==> config.mk <==
export PLATFORM = sky130hd
export DESIGN_NAME = rr_reg_arbiter
export DESIGN_NICKNAME = d
export VERILOG_FILES = /design/src/rtl/rr_reg_arbiter.sv
export SDC_FILE = /design/constraint.sdc
export NUM_CORES = 1
export LEC_CHECK = 0
export CORE_MARGIN = 4
export CORE_UTILIZATION = 41
export CTS_CLUSTER_DIAMETER = 30
export DETAILED_ROUTE_END_ITERATION = 10
export GPL_ROUTABILITY_DRIVEN = 0
export PLACE_DENSITY = 0.73
export RECOVER_POWER = 50
export REMOVE_ABC_BUFFERS = 1
export SYNTH_ARGS = -nofsm -noshare
export SYNTH_HDL_FRONTEND = slang
export SYNTH_SLANG_ARGS = --single-unit
==> constraint.sdc <==
create_clock -name clk -period 2.3 [get_ports clk]
set_input_delay 0.46 -clock clk [delete_from_list [all_inputs] [get_ports clk]]
set_output_delay 0.46 -clock clk [all_outputs]
set_load 0.02 [all_outputs]
==> src/rtl/rr_reg_arbiter.sv <==
// Round-robin arbiter granting exclusive write ownership of one shared
// register to one of four requesters, with a hold counter to bound tenure.
module rr_reg_arbiter #(
    parameter int WIDTH    = 8,
    parameter int MAX_HOLD = 4
) (
    input  logic               clk,
    input  logic               reset_n,
    input  logic [3:0]         req,
    input  logic [3:0]         wr,
    input  logic [4*WIDTH-1:0] wdata,
    output logic [3:0]         grant,
    output logic [1:0]         owner,
    output logic               busy,
    output logic [WIDTH-1:0]   q
);

    localparam logic [0:0] ST_IDLE  = 1'b0;
    localparam logic [0:0] ST_OWN   = 1'b1;
    localparam logic [3:0] HOLD_MAX = 4'(MAX_HOLD);

    logic [0:0]       r_state;
    logic [3:0]       r_grant;
    logic [1:0]       r_owner;
    logic [1:0]       r_ptr;
    logic [3:0]       r_hold;
    logic [WIDTH-1:0] r_q;

    logic [3:0]       w_owner_oh;
    logic [3:0]       w_others;
    logic             w_any_other;
    logic             w_hold_max;
    logic             w_release;
    logic [1:0]       w_next_ptr;
    logic [1:0]       w_idle_pick;
    logic [1:0]       w_rot_pick;
    logic             w_write;
    logic [WIDTH-1:0] w_wr_slice;

    // First set bit of mask, scanning start, start+1, ... modulo 4.
    function automatic logic [1:0] f_pick(
        input logic [3:0] mask,
        input logic [1:0] start
    );
        logic [1:0] idx;
        f_pick = start;
        for (int k = 3; k >= 0; k--) begin
            idx = start + 2'(k);
            if (mask[idx]) begin
                f_pick = idx;
            end
        end
    endfunction

    assign w_owner_oh  = 4'b0001 << r_owner;
    assign w_others    = req & ~w_owner_oh;
    assign w_any_other = |w_others;
    assign w_hold_max  = (r_hold == HOLD_MAX);
    assign w_release   = !req[r_owner] || (w_hold_max && w_any_other);
    assign w_next_ptr  = r_owner + 2'd1;
    assign w_idle_pick = f_pick(req, r_ptr);
    // Old owner is excluded from the search, so it is served last.
    assign w_rot_pick  = f_pick(w_others, w_next_ptr);
    assign w_write     = (r_state == ST_OWN) && wr[r_owner];
    assign w_wr_slice  = wdata[r_owner*WIDTH +: WIDTH];

    always_ff @(posedge clk) begin
        if (!reset_n) begin
            r_state <= ST_IDLE;
            r_grant <= 4'b0000;
            r_owner <= 2'd0;
            r_ptr   <= 2'd0;
            r_hold  <= 4'd0;
            r_q     <= '0;
        end else begin
            if (w_write) begin
                r_q <= w_wr_slice;
            end
            case (r_state)
                ST_IDLE: begin
                    if (|req) begin
                        r_state <= ST_OWN;
                        r_owner <= w_idle_pick;
                        r_grant <= 4'b0001 << w_idle_pick;
                        r_hold  <= 4'd1;
                    end
                end
                ST_OWN: begin
                    if (w_release) begin
                        r_ptr <= w_next_ptr;
                        if (w_any_other) begin
                            r_owner <= w_rot_pick;
                            r_grant <= 4'b0001 << w_rot_pick;
                            r_hold  <= 4'd1;
                        end else begin
                            r_state <= ST_IDLE;
                            r_owner <= 2'd0;
                            r_grant <= 4'b0000;
                            r_hold  <= 4'd0;
                        end
                    end else if (!w_hold_max) begin
                        r_hold <= r_hold + 4'd1;
                    end
                end
                default: begin
                    r_state <= ST_IDLE;
                end
            endcase
        end
    end

    assign grant = r_grant;
    assign owner = r_owner;
    assign busy  = (r_state == ST_OWN);
    assign q     = r_q;

endmodule

# ---- Yosys cells after proc, flatten, opt, wreduce, memory -nomap -nowiden
# Index checks and enable logic that the tools add are counted.
dict set report op_classes {
  addsub 8
  n_lt_le_gt_ge 9
  eq_ne 4
  n_shift 4
  n_mux 45
  n_bitwise 3
  n_reduce_logical 9
}
# cell count
set op_table {}
lappend op_table {{$shiftx 32x6->8} 1}
lappend op_table {{$lt 2x3->1 const B} 9}
lappend op_table {{$mux 4} 6}
lappend op_table {{$mux 2} 11}
lappend op_table {{$bmux 1 s2} 10}
lappend op_table {{$pmux 4 s2} 2}
lappend op_table {{$mux 1} 14}
lappend op_table {{$shl 1x2->4 const A} 3}
lappend op_table {{$add 2x2->2 const B} 4}
lappend op_table {{$reduce_or 4->1} 2}
lappend op_table {{$add 2x1->2 const B} 3}
lappend op_table {{$reduce_and 2->1} 3}
lappend op_table {{$add 4x1->4 const B} 1}
lappend op_table {{$and 4x4->4} 1}
lappend op_table {{$eq 4x3->1 const B} 1}
lappend op_table {{$not 4->4} 1}
lappend op_table {{$pmux 2 s2} 1}
lappend op_table {{$ne 3x2->1 const B} 1}
lappend op_table {{$logic_and 1x1->1} 2}
lappend op_table {{$ne 2x1->1 const B} 1}
lappend op_table {{$ne 2x2->1 const B} 1}
lappend op_table {{$pmux 1 s2} 1}
lappend op_table {{$logic_not 1->1} 1}
lappend op_table {{$logic_or 1x1->1} 1}
lappend op_table {{$not 1->1} 1}
dict set report word_totals {
  regBits 21
  in_bits 42
  out_inout_bits 15
  wordCells 88
}

# ---- Longest topological paths before layout
# Gate-level depths: netlist of run 1.
dict set report logic_depth {
  depth_word 13
  depth_mapped 10
  ltp_nobuf 8
}

# ---- Worst setup path after synthesis of run 1
# Ideal clock, no wire load.
dict set report synth_path {
  kind {reg2reg}
  startpoint {register r_owner[1] (netlist: owner[1])}
  endpoint {register r_grant[0] (netlist: grant[0])}
  setup_time_ns 0.115
  arrival_time_ns 2.418
  required_ns 2.185
  setup_slack_ns -0.233
  path_stages_with_launch 10
  path_buffers 1
  synth_period_minus_slack_ns 2.533
  path_cell_list {dfxtp_1 -> buf_1 -> inv_1 -> ha_1 -> nand2b_1 -> a31oi_1 -> a311oi_1 -> o31a_1 -> a32o_1 -> o21ba_1}
}
dict set report synth_between {
  elab_cells_between_ends 31
  cone_classes {add/sub (4); eq/ne (1); shift (2); mux (17); bitwise (2); reduce/logical (5)}
}
# element line
set synth_rtl {}
lappend synth_rtl {{from (decl)} 24} ;# logic [1:0] r_owner;
lappend synth_rtl {{from (signal assigned)} 83} ;# r_owner <= w_idle_pick;
lappend synth_rtl {{from (signal assigned)} 92} ;# r_owner <= w_rot_pick;
lappend synth_rtl {{$add 2x1->2 (*)} 60} ;# assign w_next_ptr = r_owner + 2'd1;
lappend synth_rtl {{net w_next_ptr[1]} 34} ;# logic [1:0] w_next_ptr;
lappend synth_rtl {{$add 2x2->2} 48} ;# idx = start + 2'(k);
lappend synth_rtl {{$bmux 1 s2} 49} ;# if (mask[idx]) begin
lappend synth_rtl {{$mux 1 (not written as such)} 49}
lappend synth_rtl {{$mux 2 (3 in a row)} 49}
lappend synth_rtl {{$mux 2 (*)} 49}
lappend synth_rtl {{$shl 1x2->4 (*)} 93} ;# r_grant <= 4'b0001 << w_rot_pick;
lappend synth_rtl {{$mux 4 (*)} 91} ;# if (w_any_other) begin
lappend synth_rtl {{$mux 4 (*)} 89} ;# if (w_release) begin
lappend synth_rtl {{$pmux 4 s2 (*)} 79} ;# case (r_state)
lappend synth_rtl {{to (signal assigned)} 84} ;# r_grant <= 4'b0001 << w_idle_pick;
lappend synth_rtl {{to (signal assigned)} 93}
lappend synth_rtl {{to (decl)} 23} ;# logic [3:0] r_grant;
# The timed path passes the listed nets; every way through them passes the cells marked *. The select of a mux whose other input is x is not followed.
# A chain may end at the register's enable or synchronous reset.

# ---- Final worst setup path of run 1
dict set report layout_path {
  startpoint {register r_owner[0] (netlist: owner[0])}
  endpoint {output owner[0]}
}
# element line
set layout_rtl {}
lappend layout_rtl {{to (decl)} 13} ;# output logic [1:0] owner,
# No word-level cell between the ends.

==> flow_summary_export.csv, run 1 <==
group,metric,value,unit
status,status,"finished, final reports clean",
floorplanning,start_util,0.423,
critical_path,reg2reg_slack,180,ps
critical_path,end_kind,"primary output",
min_path,worst_hold_path.num_cells,2,
yosys,syn_area_per_cell,9.29,sq um
layout,drive_above_1_share,0.217,
timing,drv_slew,0,
yosys,synth-edff-count,0,
drt,wire_per_inst,15.1,um
yosys,synth_area,1680,sq um
critical_path,crit_type,"register to primary output",
min_path,holdCritStartpoint,"q[7]",
yosys,synth.distinct_cells,53,
drt,vias_per_cell,5.38,
clocking,cts_root_buffer,"clkbuf_8",
floorplanning,die_w,72.0,um
floorplanning,coreArea,3970,sq um
floorplanning,boundaryPins,57,
layout,area_growth,45.5,%
clocking,htreeDepth,1,
yosys,syn-instance-count,181,
global_route,use_met1,0.223,
clocking,cts_made_buffers,3,
critical_path,r2r_start,"owner[1]",
timing,slew-limit-headroom,0.718,
min_path,hold_class,"register to register",
placed_design,dp_hpwl,3.66,mm
yosys,async_flop_share,0,
min_path,hold_end,"q[7]",
global_route,grt_use_total,0.176,
placed_design,post-place-ws,-105,ps
critical_path,rr_worst_depth,9,
clocking,clk_latency,260,ps
drt,ant_nets,0,
clocking,cts_setup_buffers,0,
power,vdd_drop_max,0.000366,V
critical_path,start_kind,"register",
global_route,grt_use_met3,0.0457,
timing,final_critical_path_setup_slack,167,ps
layout,fin_nets,302,
timing,finalHoldViolations,0,
floorplanning,dieArea,5190,sq um
timing,period_needed,2130,ps
global_route,antenna_found_initial,0,
timing,fin_skew,3.51,ps
clocking,cts.clk_slew.worst_paths,80,ps
global_route,grt_overflow,0,
timing,final.period_utilization,0.927,
layout,diodes,0,
drt,vias,1629,
global_route,grt_pass1_vias,1617,
power,power,1.44,mW
timing,rsz0062_at_grt,"no",
clocking,cts_tree,"built",
clocking,cts_buffer_depth,2,
flow_run,cap_violations,0,
drt,drt-initial-drc-count,25,
timing,max_clock_freq,0.469,GHz
drt,firstDrtPassIters,4,
global_route,grt_pass1_wl,7.44,mm
yosys,synthFlopType,"dfxtp_1",
yosys,ys_seq_elements,21,
placed_design,port_buffers,56,
clocking,ctsHoldBuffers,0,
clocking,cts_resized,0,
floorplanning,die_y,72.0,um
drt,drc,0,
floorplanning,rows,23,
yosys,ys_warn_count,0,
critical_path,path_max_fanout,17,
global_route,grt_max_degree,18,
global_route,top_usage_layer,"met2",
global_route,grtUsageMet2,0.302,
timing,worst_pin_slew,422,ps
yosys,seq_area_frac_synth,0.250,
drt,routed_wirelength,4.58,mm
critical_path,worst-endpoint-arrival,1670,ps
critical_path,r2r-end,"r_hold[2]",
critical_path,crit_required,1840,ps
timing,setup_viol,0,
power,power_density,587,nW/um^2
power,leakage,1.04,nW
clocking,cts_sinks,21,
==> worst max-delay path: stages (launching register included) <==
cell and delay, ps:
dfxtp_1 340, buf_4 150, buf_4 270, clkdlybuf4s50_1 650
==> sequential cells by signal, summed over array words and instances, names as in the netlist <==
register,cells
q,8
busy,1
owner,2
r_hold,4
r_ptr,2
grant,4
==> routing by layer <==
metal	vias to the layer above	share of wire	routed length, um
li1	821	-	-
met1	729	0.44	2040
met2	74	0.44	2010
met3	5	0.11	507
met4	0	0.0063	29
met5	-	0	0
==> logic make-up (layout without fill, tap and decap cells) <==
family | Yosys count | count (layout) | share of synthesized area
compound gates | 49 | 49 | 0.241
mux | 20 | 20 | 0.188
buf+inv | 20 | 92 | 0.0640
fa+ha+maj | 6 | 6 | 0.0446
simple gates | 65 | 65 | 0.212
flops | 21 | 21 | 0.250
==> cell usage in the layout (no fill, tap or decap), types with 2 or more instances in the layout <==
cell type and n:
inv_1 9, a21oi_1 12, ha_1 6, nand4_1 2, o21ai_0 7, nand3b_1 3, nor3_1 3, a32o_1 3
nor2_1 25, mux2_2 3, clkbuf_8 3, nand2b_1 6, mux4_2 9, mux2i_1 8, nor2b_1 4, a31oi_1 4
o221a_2 3, a21o_1 2, buf_4 23, clkdlybuf4s50_1 42, nand2b_2 2, nor3b_1 2, nand2_1 10, dlygate4sd3_1 14
dfxtp_1 21
==> report_power, final <==
group	internal (mW)	switching [mW]
Combinational	0.393	0.366
Clock	0.121	0.123
Sequential	0.407	0.0271
==> layout make-up <==
| type | count | area [sq um] |
|---|---|---|
| inverter | 9 | 33.8 |
| sequential | 21 | 420 |
| multi-input combinational | 140 | 1150 |
| timing repair buffer | 79 | 733 |
| clock inverter | 1 | 5.00 |
| tap | 50 | 62.6 |
| fill | 346 | 1520 |
| clock buffer | 3 | 41.3 |
==> per-stage QoR <==
| step | instances | hold WS (ps) | setup TNS (ps) | util | cell area, sq um |
|---|---|---|---|---|---|
| after floorplan | 170 | 457 | -4350 | - | 1610 |
| after global placement | 299 | 474 | -481 | 0.605 | 2400 |
| after detailed placement | 299 | 484 | -456 | 0.605 | 2400 |
| after CTS | 303 | 502 | 0 | 0.617 | 2450 |
| after global routing | 303 | 533 | 0 | 0.616 | 2450 |
| final | 303 | 490 | 0 | 0.616 | 2450 |
==> how the worst max path moves through the flow <==
stage | start | cells past startpoint | to
5_1_grt | owner[1] | 9 | r_hold[2]
4_1_cts | owner[0] | 3 | owner[0]
3_5_place_dp | req[1] | 7 | grant[0]
6_report | owner[0] | 3 | owner[0]
2_1_floorplan | owner[0] | 8 | grant[0]
3_3_place_gp | req[1] | 7 | grant[0]
==> synth_stat cells, types with 4 or more instances <==
cell,instances,share of area
nor2_1,25,0.056
nor2b_1,4,0.015
nand2b_1,6,0.022
a21oi_1,12,0.036
inv_1,9,0.020
mux2i_1,8,0.048
nand2_1,9,0.020
dfxtp_1,21,0.25
mux4_2,9,0.12
buf_4,4,0.018
ha_1,6,0.045
a31oi_1,4,0.015
o21ai_0,7,0.021
Power figures use the tool's default switching activity.
==> run 2, diff against run 1 <==
CTS_CLUSTER_DIAMETER = default   (was 30)
GPL_ROUTABILITY_DRIVEN = default   (was 0)
==> results of run 2 <==
Same layout as run 1: the final DEF is identical, and so are final timing and power.
==> run 3, diff against run 2 <==
CORE_UTILIZATION = 49   (was 41)
PLACE_DENSITY = 0.82   (was 0.73)
clock period = 2.6 ns   (was 2.3 ns; I/O delays follow)
==> flow_summary_export.csv, run 3 (synthesis results as in run 1) <==
group,metric,value,unit
power,leakage,0.954,nW
critical_path,end_kind,"register",
layout,diodes,0,
placed_design,post-place-ws,65.6,ps
critical_path,start_kind,"register",
placed_design,placed_cell_area,2290,sq um
timing,period_needed,2380,ps
critical_path,critical_path_cell_count,8,
timing,hold_ws,500,ps
critical_path,path_cells,"inv_1, ha_1, nand2b_1, a31oi_1, a311oi_1, o31a_1, a32o_1, o21ba_1",
floorplanning,rows,21,
timing,finalHoldViolations,0,
critical_path,path_max_fanout,12,
drt,wire_per_inst,16.2,um
placed_design,dp_hpwl,3.58,mm
power,power,1.17,mW
flow_run,cap_violations,0,
placed_design,place.gp.congestion,0.919,
floorplanning,coreArea,3340,sq um
timing,finalSetupTns,0,ps
critical_path,cp_slowest_cell,"ha_1",
layout,layout_common_cells,"43 x clkdlybuf4s50_1, 25 x nor2_1, 21 x dfxtp_1",
clocking,ctsHoldBuffers,0,
critical_path,crit_type,"register to register",
layout,largest_register_ffs,8,
drt,drt-initial-drc-count,93,
clocking,cts_root_buffer,"clkbuf_4",
clocking,cts.clk_slew.worst_paths,120,ps
critical_path,slowest_delay,470,ps
critical_path,path_delay_family,"compound AO/OA/AOI/OAI gates",
timing,worst_pin_slew,511,ps
floorplanning,dieArea,4430,sq um
power,power_density,507,nW/um^2
layout,stdcell_area,2310,sq um
min_path,worst_hold_path.num_cells,2,
global_route,grt_use_met3,0.0556,
drt,drc,0,
timing,rsz0062_at_grt,"no",
global_route,antenna_found_initial,0,
layout,drive_above_1_share,0.168,
timing,max_clock_freq,0.420,GHz
timing,setup_viol,0,
global_route,top_usage_layer,"met2",
layout,area_growth,37.4,%
clocking,cts_made_buffers,3,
floorplanning,boundaryPins,57,
critical_path,worst-endpoint-arrival,2590,ps
clocking,htreeDepth,1,
drt,ant_nets,0,
global_route,grt_overflow,0,
global_route,use_met1,0.271,
clocking,cts_sinks,21,
timing,fin_skew,2.59,ps
floorplanning,start_util,0.504,
critical_path,rr_worst_depth,8,
clocking,cts_resized,0,
timing,drv_slew,0,
global_route,grt_max_degree,19,
global_route,grt_pass1_vias,1616,
layout,fin_nets,287,
clocking,cts_setup_buffers,0,
status,status,"finished, final reports clean",
clocking,cts_tree,"built",
timing,final.period_utilization,0.915,
layout,utilization,0.693,
drt,vias_per_cell,5.79,
critical_path,crit_required,2820,ps
floorplanning,die_w,66.6,um
timing,final_critical_path_setup_slack,221,ps
layout,layout.cells.most_common,"clkdlybuf4s50_1",
drt,firstDrtPassIters,5,
global_route,grtUsageMet2,0.379,
layout,nFillCells,274,
clocking,clk_latency,310,ps
global_route,grt_use_total,0.222,
floorplanning,die_y,66.6,um
critical_path,crit_buf_inv,1,
timing,slew-limit-headroom,0.659,
layout,instances_no_fill,284,
placed_design,dp_cells,280,
clocking,cts_buffer_depth,2,
drt,routed_wirelength,4.60,mm
min_path,hold_class,"register to register",
power,vdd_drop_max,0.000271,V
drt,vias,1644,
global_route,grt_pass1_wl,7.54,mm
placed_design,port_buffers,56,
[run 3: changes by cell type in the layout (fill, tap and decap cells not counted)]
cell / previous run / this run
buf_4: 23 / 8
clkbuf_4: 0 / 3
clkbuf_8: 3 / 0
clkdlybuf4s50_1: 42 / 43
dlygate4sd3_1: 14 / 13
[run 3: routing by layer]
layer	routed length, um	part of all wire
met1	1970	0.43
met2	2060	0.45
met3	482	0.10
met4	94	0.020
met5	0	0
[run 3: final timing paths]
kind              startpoint         to  slack (ps)
hold / removal     r_hold[1]  r_hold[1]         500
hold reg to reg    r_hold[1]  r_hold[1]         500
setup / recovery    owner[0]   grant[0]         220
setup reg to reg    owner[0]   grant[0]         220
[run 3: worst min-delay path: cells and delay by family (launching register included)]
family	cells	cell delay (ps)
flops	1	350
compound gates	1	50
simple gates	1	60
[run 3: area by class of cell]
type	instances	area, sq um	area share
Multi-Input combinational cell	140	1150	0.498
Timing Repair Buffer	64	621	0.269
Sequential cell	21	420	0.182
Tap cell	46	57.6	0.0249
Inverter	9	33.8	0.0146
Clock buffer	3	22.5	0.00975
Clock inverter	1	5.00	0.00217
[run 3: where the power goes]
part           total [mW]  switching (mW)  internal (mW)
clock network       0.160           0.103         0.0574
registers           0.391          0.0310          0.360
logic               0.621           0.311          0.311
==> patch: new RTL, settings of run 2 <==
The parameter `WIDTH` goes from 8 to 12.
--- a/src/rtl/rr_reg_arbiter.sv
+++ b/src/rtl/rr_reg_arbiter.sv
@@ -2,5 +2,5 @@
 // register to one of four requesters, with a hold counter to bound tenure.
 module rr_reg_arbiter #(
-    parameter int WIDTH    = 8,
+    parameter int WIDTH    = 12,
     parameter int MAX_HOLD = 4
 ) (
Interface: changed (resized q and wdata); port bits go from 57 to 77. The function was not compared with the original's and may differ.
==> patch against run 2 <==
Wire length is 9.1% higher; setup slack worse by 25 ps; final area is 14% higher; sequential cell count is 4 higher; area after synthesis is 8.4% higher; register-to-register slack hardly changed; via count is 9.3% higher; count of clock-buffer cells in the layout stayed put; largest cell class unchanged; power is 14% higher.
==> patch: results (changes against run 2) <==
Max-cap violations 0 (unchanged); gr ovfl total 0 (unchanged); Synth async-reset ratio 0% (unchanged); top post-synthesis cells by count 25 x dfxtp_1, 17 x nor2b_1, 15 x o21ai_0, 13 x mux4_2, 13 x nand2_1; hold path cells 2 (unchanged); register area share after synthesis 27.5% (+2.5 points); crit path DAT 2340 ps (+670 ps); Clock Path Buffers 2 (unchanged); Via density 5.44 (+1.2%); CP max stage delay 670 ps (+20 ps); Static Leak 1.15 nW (+11%); fin nets 342 (+13%); Reg clk slew, reported paths 100 ps (+20 ps); Placer Congestion 0.842 (-2.0%); worst-margin pin slew 631 ps (+208 ps); WHS 520 ps (+30.8 ps); DR WL/cell 15.3 um (+1.1%); Min-Delay Endpoint q[5]$_SDFFE_PN0P_; run status finished, final reports clean; Gates resized, CTS repair 0 (unchanged); worst reg2reg path endpoint q[7]$_SDFFE_PN0P_; Synth area leaders dfxtp_1 27%, mux4_2 16%, mux2i_1 6.6%; layout cell share with drive strength beyond 1 17.7% (-4.0 points); Worst Skew 4.31 ps (+0.793 ps); setup slack, reg-to-reg 180 ps (about the same); r2r worst-path depth 6 (-3); Placed Instance Area 2730 um2 (+14%); H-tree depth 1 (unchanged); post-DP HPWL 4080 um (+11%); Slowest-stage cell, CP dlygate4sd3_1; count of cell types in the netlist 51 (-3.8%); Clk Latency, worst-skew pair 280 ps (+20 ps); Total GRT Usage 17.9% (+0.27 points); YS warnings 0 (unchanged); diode count 0 (unchanged); Primary FF master, synth dfxtp_1; routed wl met3 297 um (-41%); worst reg2reg path startpoint owner[0]$_SDFFE_PN0P_; M1 WL 1990 um (-2.3%); min-delay src q[5]$_SDFFE_PN0P_; port buffer count 76 (+36%); initial antenna violation count 0 (unchanged); wire length on met2 2570 um (+28%); CP max FO 7 (-10); Area Overhead vs Synth 52.7%; number of global-route vias before repair 1671 (+3.3%); Max VDD drop 0.364 mV (-0.62%); pre-CTS WS -94.5 ps (+10.9 ps); DR pass1 iterations 4 (unchanged); max reg flops 12 (+4); clock root buffer clkbuf_8; pin count of the biggest net entering global routing 21 (+3); first-pass GRT wire length 7660 um (+3.0%); initial drt markers 168 (+570%)
[patch: cells by family (layout without fill, tap and decap cells)]
| logic type | after synthesis | in the layout | share of synthesized area (%) |
|---|---|---|---|
| fa+ha+maj | 6 | 6 | 4.12 |
| simple gates | 63 | 63 | 20.0 |
| xor+xnor | 1 | 1 | 0.481 |
| compound gates | 49 | 49 | 17.7 |
| buf+inv | 20 | 107 | 6.18 |
| mux | 26 | 26 | 24.1 |
| flops | 25 | 25 | 27.5 |
[patch: tightest hold or removal path, stage by stage, from the launching register on]
cell and delay [ps]:
dfxtp_1 330, mux2i_1 60, nor2b_1 90
[patch: area by class of cell]
class | instances | area, um2
Inverter | 6 | 25.0
Clock buffer | 3 | 41.3
Sequential cell | 25 | 503
Fill cell | 341 | 1360
Multi-Input combinational cell | 145 | 1220
Clock inverter | 1 | 7.51
Tap cell | 50 | 62.6
Timing Repair Buffer | 97 | 928
[patch: worst max-delay path by stage]
stage | depth (start not counted) | start | to | slack (ps)
detailed placement | 7 | req[2] | grant[0]$_SDFFE_PN0P_ | -90
floorplan | 7 | owner[0]$_SDFFE_PN0P_ | grant[1]$_SDFFE_PN0P_ | -510
global route | 6 | owner[0]$_SDFFE_PN0P_ | q[10]$_SDFFE_PN0P_ | 30
global placement | 8 | req[1] | grant[1]$_SDFFE_PN0P_ | -70
CTS | 8 | owner[1]$_SDFFE_PN0P_ | grant[1]$_SDFFE_PN0P_ | 80
finish | 8 | req[2] | r_ptr[0]$_SDFFE_PN0P_ | 140
[patch: power by group]
group / leakage [nW] / total, mW / switching [mW] / internal (mW)
clock: 0.0217 / 0.281 / 0.158 / 0.123
combinational: 0.920 / 0.818 / 0.364 / 0.455
sequential: 0.206 / 0.539 / 0.0489 / 0.490
[patch: stage by stage]
stage / cells / utilization [%] / TNS (ps)
after floorplan: 176 / - / -7550
after global placement: 323 / 65.9 / -286
after detailed placement: 323 / 65.9 / -391
after CTS: 327 / 67.0 / 0
after global routing: 327 / 67.2 / 0
final: 327 / 67.2 / 0
[patch: metal layers]
layer	track usage (%)	vias up
li1	-	883
met1	21.8	829
met2	30.6	60
met3	3.47	8
met4	7.91	0
met5	0	-
